--- src/rtl/mem_arbiter.sv ---
// rtl/mem_arbiter.sv - arbitrates fetch and data requests onto one single-ported memory
module mem_arbiter #(
    parameter int unsigned STARVE_LIMIT = 4
) (
    input  logic        clk,
    input  logic        rst_n,
    input  logic [63:0] imem_addr,
    input  logic        imem_addr_valid,
    output logic [63:0] imem_data,
    output logic        imem_data_valid,
    input  logic [63:0] dmem_addr,
    input  logic [63:0] dmem_dout,
    output logic [63:0] dmem_din,
    input  logic [1:0]  dmem_write_width,
    input  logic        dmem_rstrobe,
    input  logic        dmem_wstrobe,
    output logic        dmem_cycle_complete,
    output logic [63:0] mem_addr,
    output logic [63:0] mem_wdata,
    input  logic [63:0] mem_rdata,
    output logic [1:0]  mem_width,
    output logic        mem_read,
    output logic        mem_write,
    input  logic        mem_ack,
    output logic        grant_dmem
);

    localparam logic [3:0] LIMIT = 4'(STARVE_LIMIT);

    typedef enum logic [1:0] {IDLE, IFETCH, DACCESS, DONE} state_t;

    state_t     state;
    state_t     state_nxt;
    logic [3:0] starve_cnt;
    logic       d_req;
    logic       i_req;
    logic       grant_i;
    logic       grant_d;
    logic       ifetch_done;
    logic       dacc_done;
    logic       fetch_ok;

    always_ff @(posedge clk or negedge rst_n) begin
        if (!rst_n) state <= IDLE;
        else        state <= state_nxt;
    end

    always_comb begin
        state_nxt = state;
        case (state)
            IDLE: begin
                if (grant_i)      state_nxt = IFETCH;
                else if (grant_d) state_nxt = DACCESS;
            end
            IFETCH, DACCESS: if (mem_ack) state_nxt = DONE;
            DONE:            state_nxt = IDLE;
            default:         state_nxt = IDLE;
        endcase
    end

    // Fetch wins only when starved or when there is no data request.
    always_comb begin
        d_req       = dmem_rstrobe | dmem_wstrobe;
        i_req       = imem_addr_valid;
        grant_i     = (state == IDLE) && i_req && ((starve_cnt == LIMIT) || !d_req);
        grant_d     = (state == IDLE) && d_req && !grant_i;
        ifetch_done = (state == IFETCH) && mem_ack;
        dacc_done   = (state == DACCESS) && mem_ack;
        fetch_ok    = imem_addr_valid && (imem_addr == mem_addr);
    end

    always_ff @(posedge clk or negedge rst_n) begin
        if (!rst_n) begin
            imem_data           <= '0;
            imem_data_valid     <= 1'b0;
            dmem_din            <= '0;
            dmem_cycle_complete <= 1'b0;
            mem_addr            <= '0;
            mem_wdata           <= '0;
            mem_width           <= '0;
            mem_read            <= 1'b0;
            mem_write           <= 1'b0;
            grant_dmem          <= 1'b0;
            starve_cnt          <= '0;
        end else begin
            imem_data_valid     <= 1'b0;
            dmem_cycle_complete <= 1'b0;
            if (grant_i) begin
                mem_addr   <= imem_addr;
                mem_width  <= 2'b11;
                mem_read   <= 1'b1;
                mem_write  <= 1'b0;
                grant_dmem <= 1'b0;
                starve_cnt <= '0;
            end else if (grant_d) begin
                mem_addr   <= dmem_addr;
                mem_wdata  <= dmem_dout;
                mem_width  <= dmem_write_width;
                mem_write  <= dmem_wstrobe;
                mem_read   <= ~dmem_wstrobe;
                grant_dmem <= 1'b1;
                if (!i_req)                   starve_cnt <= '0;
                else if (starve_cnt != LIMIT) starve_cnt <= starve_cnt + 4'd1;
            end
            // A redirected fetch still completes on the bus but is not reported.
            if (ifetch_done) begin
                mem_read <= 1'b0;
                if (fetch_ok) begin
                    imem_data       <= mem_rdata;
                    imem_data_valid <= 1'b1;
                end
            end
            if (dacc_done) begin
                if (mem_read) dmem_din <= mem_rdata;
                mem_read            <= 1'b0;
                mem_write           <= 1'b0;
                dmem_cycle_complete <= 1'b1;
            end
            if (state == DONE) grant_dmem <= 1'b0;
        end
    end

endmodule

--- config.mk ---
export PLATFORM = sky130hd
export DESIGN_NAME = mem_arbiter
export DESIGN_NICKNAME = d
export VERILOG_FILES = /design/src/rtl/mem_arbiter.sv
export SDC_FILE = /design/constraint.sdc
export NUM_CORES = 1
export LEC_CHECK = 0
export ABC_AREA = 1
export ABC_CLOCK_PERIOD_IN_PS = 2600
export CAP_MARGIN = 10
export CORE_AREA = 2 2 207 209
export CTS_CLUSTER_DIAMETER = 30
export DETAILED_ROUTE_END_ITERATION = 10
export DIE_AREA = 0 0 209 211
export GPL_TIMING_DRIVEN = 1
export HOLD_SLACK_MARGIN = 0.15
export PLACE_DENSITY = 0.64
export SETUP_SLACK_MARGIN = 0.4
export SLEW_MARGIN = 20
export SYNTH_ARGS = -nofsm -noshare
export SYNTH_HDL_FRONTEND = slang
export SYNTH_SLANG_ARGS = --single-unit
--- constraint.sdc ---
create_clock -name clk -period 2.6 [get_ports clk]
set_input_delay 0.52 -clock clk [delete_from_list [all_inputs] [get_ports clk]]
set_output_delay 0.52 -clock clk [all_outputs]
set_load 0.02 [all_outputs]
==> impl_metrics.tcl <==
set metrics [dict create \
    hold_violations 0 \
    clockRootBuffer "clkbuf_16" \
    period_share_pct 83.0 \
    crit_fanout 4 \
    power_density_nw_per_um2 1240 \
    cts_made_buffers 71 \
    core-area_um2 41800 \
    power_mw 25.5 \
    rows 75 \
    whs_ns 0.457 \
    synth_top_cell_by_area "dfrtp_1" \
    final_nets 2158 \
    path_cells "clkdlybuf4s50_1" \
    wirelength_um 46100 \
    clock-sinks 269 \
    slew_headroom_pct 68.2 \
    maxCapViolations 0 \
    synth_top_area_share_pct 56.7 \
    path_buf_inv 1 \
    worst_pin_slew_ns 0.478 \
    final_cells 2483 \
    yosysSeqAreaShare_pct 56.7 \
    antenna_cells 0 \
    synth_edf_count 0 \
    syn-instance-count 1317 \
    finalWorstSetupSlack_ns 0.443 \
    p_leak_nw 9.74 \
    fillerInstances 3823 \
    grt_pass1_wl_um 69200 \
    dr.pass1.iters 5 \
    vias 11544 \
    drt_iter0_drc 684 \
    antenna_found_initial 3 \
    rsz0062_at_grt "false" \
    crit_family "buffers and inverters" \
    cts_max_path_buffers 3 \
    grt_pass1_vias 12137 \
    crit_type "reg -> out" \
    yosysWarnings 0 \
    fin_skew_ns 0.0153 \
    dieArea_um2 44100 \
    hp-class "in -> async" \
    post_drt_wl_per_cell_um 18.5 \
    irDropWorstVdd_mv 0.731 \
    crit_path_max_incr_delay_ns 0.65 \
    end_kind "output port" \
    synth.net_count 1588 \
    dieWidth_um 209 \
    finish.utilization_pct 49.3 \
    postLayoutCellArea_um2 20600 \
    hpwl_um 33300 \
    die_h_um 211 \
    initial_core_util_pct 28.4 \
    drc 0 \
    synth.area.top_cells "dfrtp_1 57%, nand2_1 18%, mux2_2 6.1%" \
    ys_types 26 \
    tns_ns 0 \
    clk_latency_ns 0.59 \
    io-pin-count 527 \
    cp-start-kind "register" \
    syn_avg_cell_area_um2 9.02 \
    synth_top_cells_by_count "579 x nand2_1, 269 x dfrtp_1, 81 x inv_1" \
    setup_violations 0 \
    via_per_inst 4.65 \
    timing.fmax_mhz 464 \
    area_growth_pct 73.4 \
    syn_area_um2 11900 \
    synth_top_flop_cell "dfrtp_1" \
    place_congestion 0.823 \
    drv_slew 0 \
    drive_gt1_share_pct 13.0 \
    cp.depth 1 \
    io_buffers 526 \
    grt_max_degree 65 \
    placed_cell_area_um2 17900 \
    slowest_stage "clkdlybuf4s50_1" \
    grt_use_total_pct 20.3 \
    dp.cells 2347 \
    status "finished clean" \
    ant_nets 0 \
    async_reset_ff_share_pct 100 \
    arrival_ns 1.64 \
    r2r_cells 12 \
    worst_ep_required_time_ns 2.08 \
    grt_overflow_total 0 \
    cts_tree "built" \
    htreeDepth 3 \
    yosysMostFrequentCell "nand2_1" \
    period_needed_ns 2.16 \
    synth_seq_cells 269 \
    pre_cts_ws_ns -0.0722 \
    clkTransAtPathRegs_ns 0.04 \
]
-- path summary, 6_finish.rpt --
path,startpoint,endpoint,slack [ns]
min reg2reg,mem_wdata[26],mem_wdata[26],0.46
max reg2reg,state[1],imem_data[63],0.56
max,mem_addr[6],mem_addr[6],0.44
min,rst_n,mem_wdata[0],0.46
max in group asynchronous,rst_n,dmem_din[49],1.29
min in group clk,mem_wdata[26],mem_wdata[26],0.46
-- registers in the layout (all words and copies together), names as in the netlist --
name and count:
mem_read 1, dmem_cycle_complete 1, state 2, mem_width 2
dmem_din 64, mem_write 1, starve_cnt 4, grant_dmem 1
mem_addr 64, imem_data_valid 1, mem_wdata 64, imem_data 64
-- layout make-up --
cell class	instances	area, um2	area share, %
Tap cell	539	674	3.27
Clock buffer	85	1940	9.42
Timing Repair Buffer	566	5830	28.3
Multi-Input combinational cell	891	4500	21.9
Sequential cell	269	6730	32.7
Clock inverter	45	588	2.86
Inverter	88	330	1.60
-- where the power goes --
part | internal (mW) | switching [mW] | total (mW)
registers | 5.74 | 1.02 | 6.76
clock network | 6.43 | 2.76 | 9.19
logic | 4.39 | 5.13 | 9.52
-- repair_timing --
| action | 4_1_cts | 5_1_grt |
|---|---|---|
| hold endpoints to repair | 44 | 0 |
| cloned | 0 | 3 |
| buffers inserted | 0 | 2 |
| gates resized for setup | 8 | 19 |
| hold buffers | 1 | 0 |
| endpoints found under the setup margin | 8 | 168 |
| pin swaps | 0 | 2 |
-- cells in the final DEF, fill, tap and decap left out, types with 2 or more instances in the layout --
master,netlist,layout
buf_12,0,16
buf_4,15,17
buf_6,5,3
buf_8,0,2
bufinv_16,0,11
clkbuf_1,11,4
clkbuf_16,0,74
clkbuf_8,0,9
clkdlybuf4s50_1,0,512
clkinv_2,0,18
clkinv_4,0,4
clkinvlp_4,0,2
dfrtp_1,269,269
dlygate4sd2_1,0,8
dlymetal6s2s_1,0,5
ha_1,7,6
inv_1,81,78
inv_16,0,2
inv_2,7,9
inv_6,0,7
mux2_2,64,64
nand2_1,579,577
nand3_1,32,30
nand3_4,0,2
nand4_1,64,64
nor2_1,60,52
nor2_2,1,3
nor2_4,0,6
o211ai_1,15,15
o21ai_0,13,13
o21ai_1,2,2
o221ai_1,25,25
o22a_1,2,2
o22ai_1,4,4
xnor2_1,11,11
xor2_1,9,9
-- per-layer routing --
metal  global-route usage (%)  up-vias  share of wire, %  wire, um
met3                     7.49       78               8.9      4120
li1                         -     5419                 -         -
met2                     33.4      539                49     22400
met5                        0        -             0.052        24
met4                     8.13        4               2.6      1190
met1                     24.1     5504                40     18400
-- cell families (layout without fill, tap and decap cells) --
| group | count (synthesis) | in the layout | synth area share, % |
|---|---|---|---|
| simple gates | 737 | 737 | 25.0 |
| flops | 269 | 269 | 56.7 |
| buf+inv | 157 | 784 | 6.14 |
| mux | 64 | 64 | 6.07 |
| compound gates | 63 | 63 | 3.89 |
| xor+xnor | 20 | 20 | 1.47 |
| fa+ha+maj | 7 | 7 | 0.737 |
No activity file was read; power rests on OpenSTA's default activity.
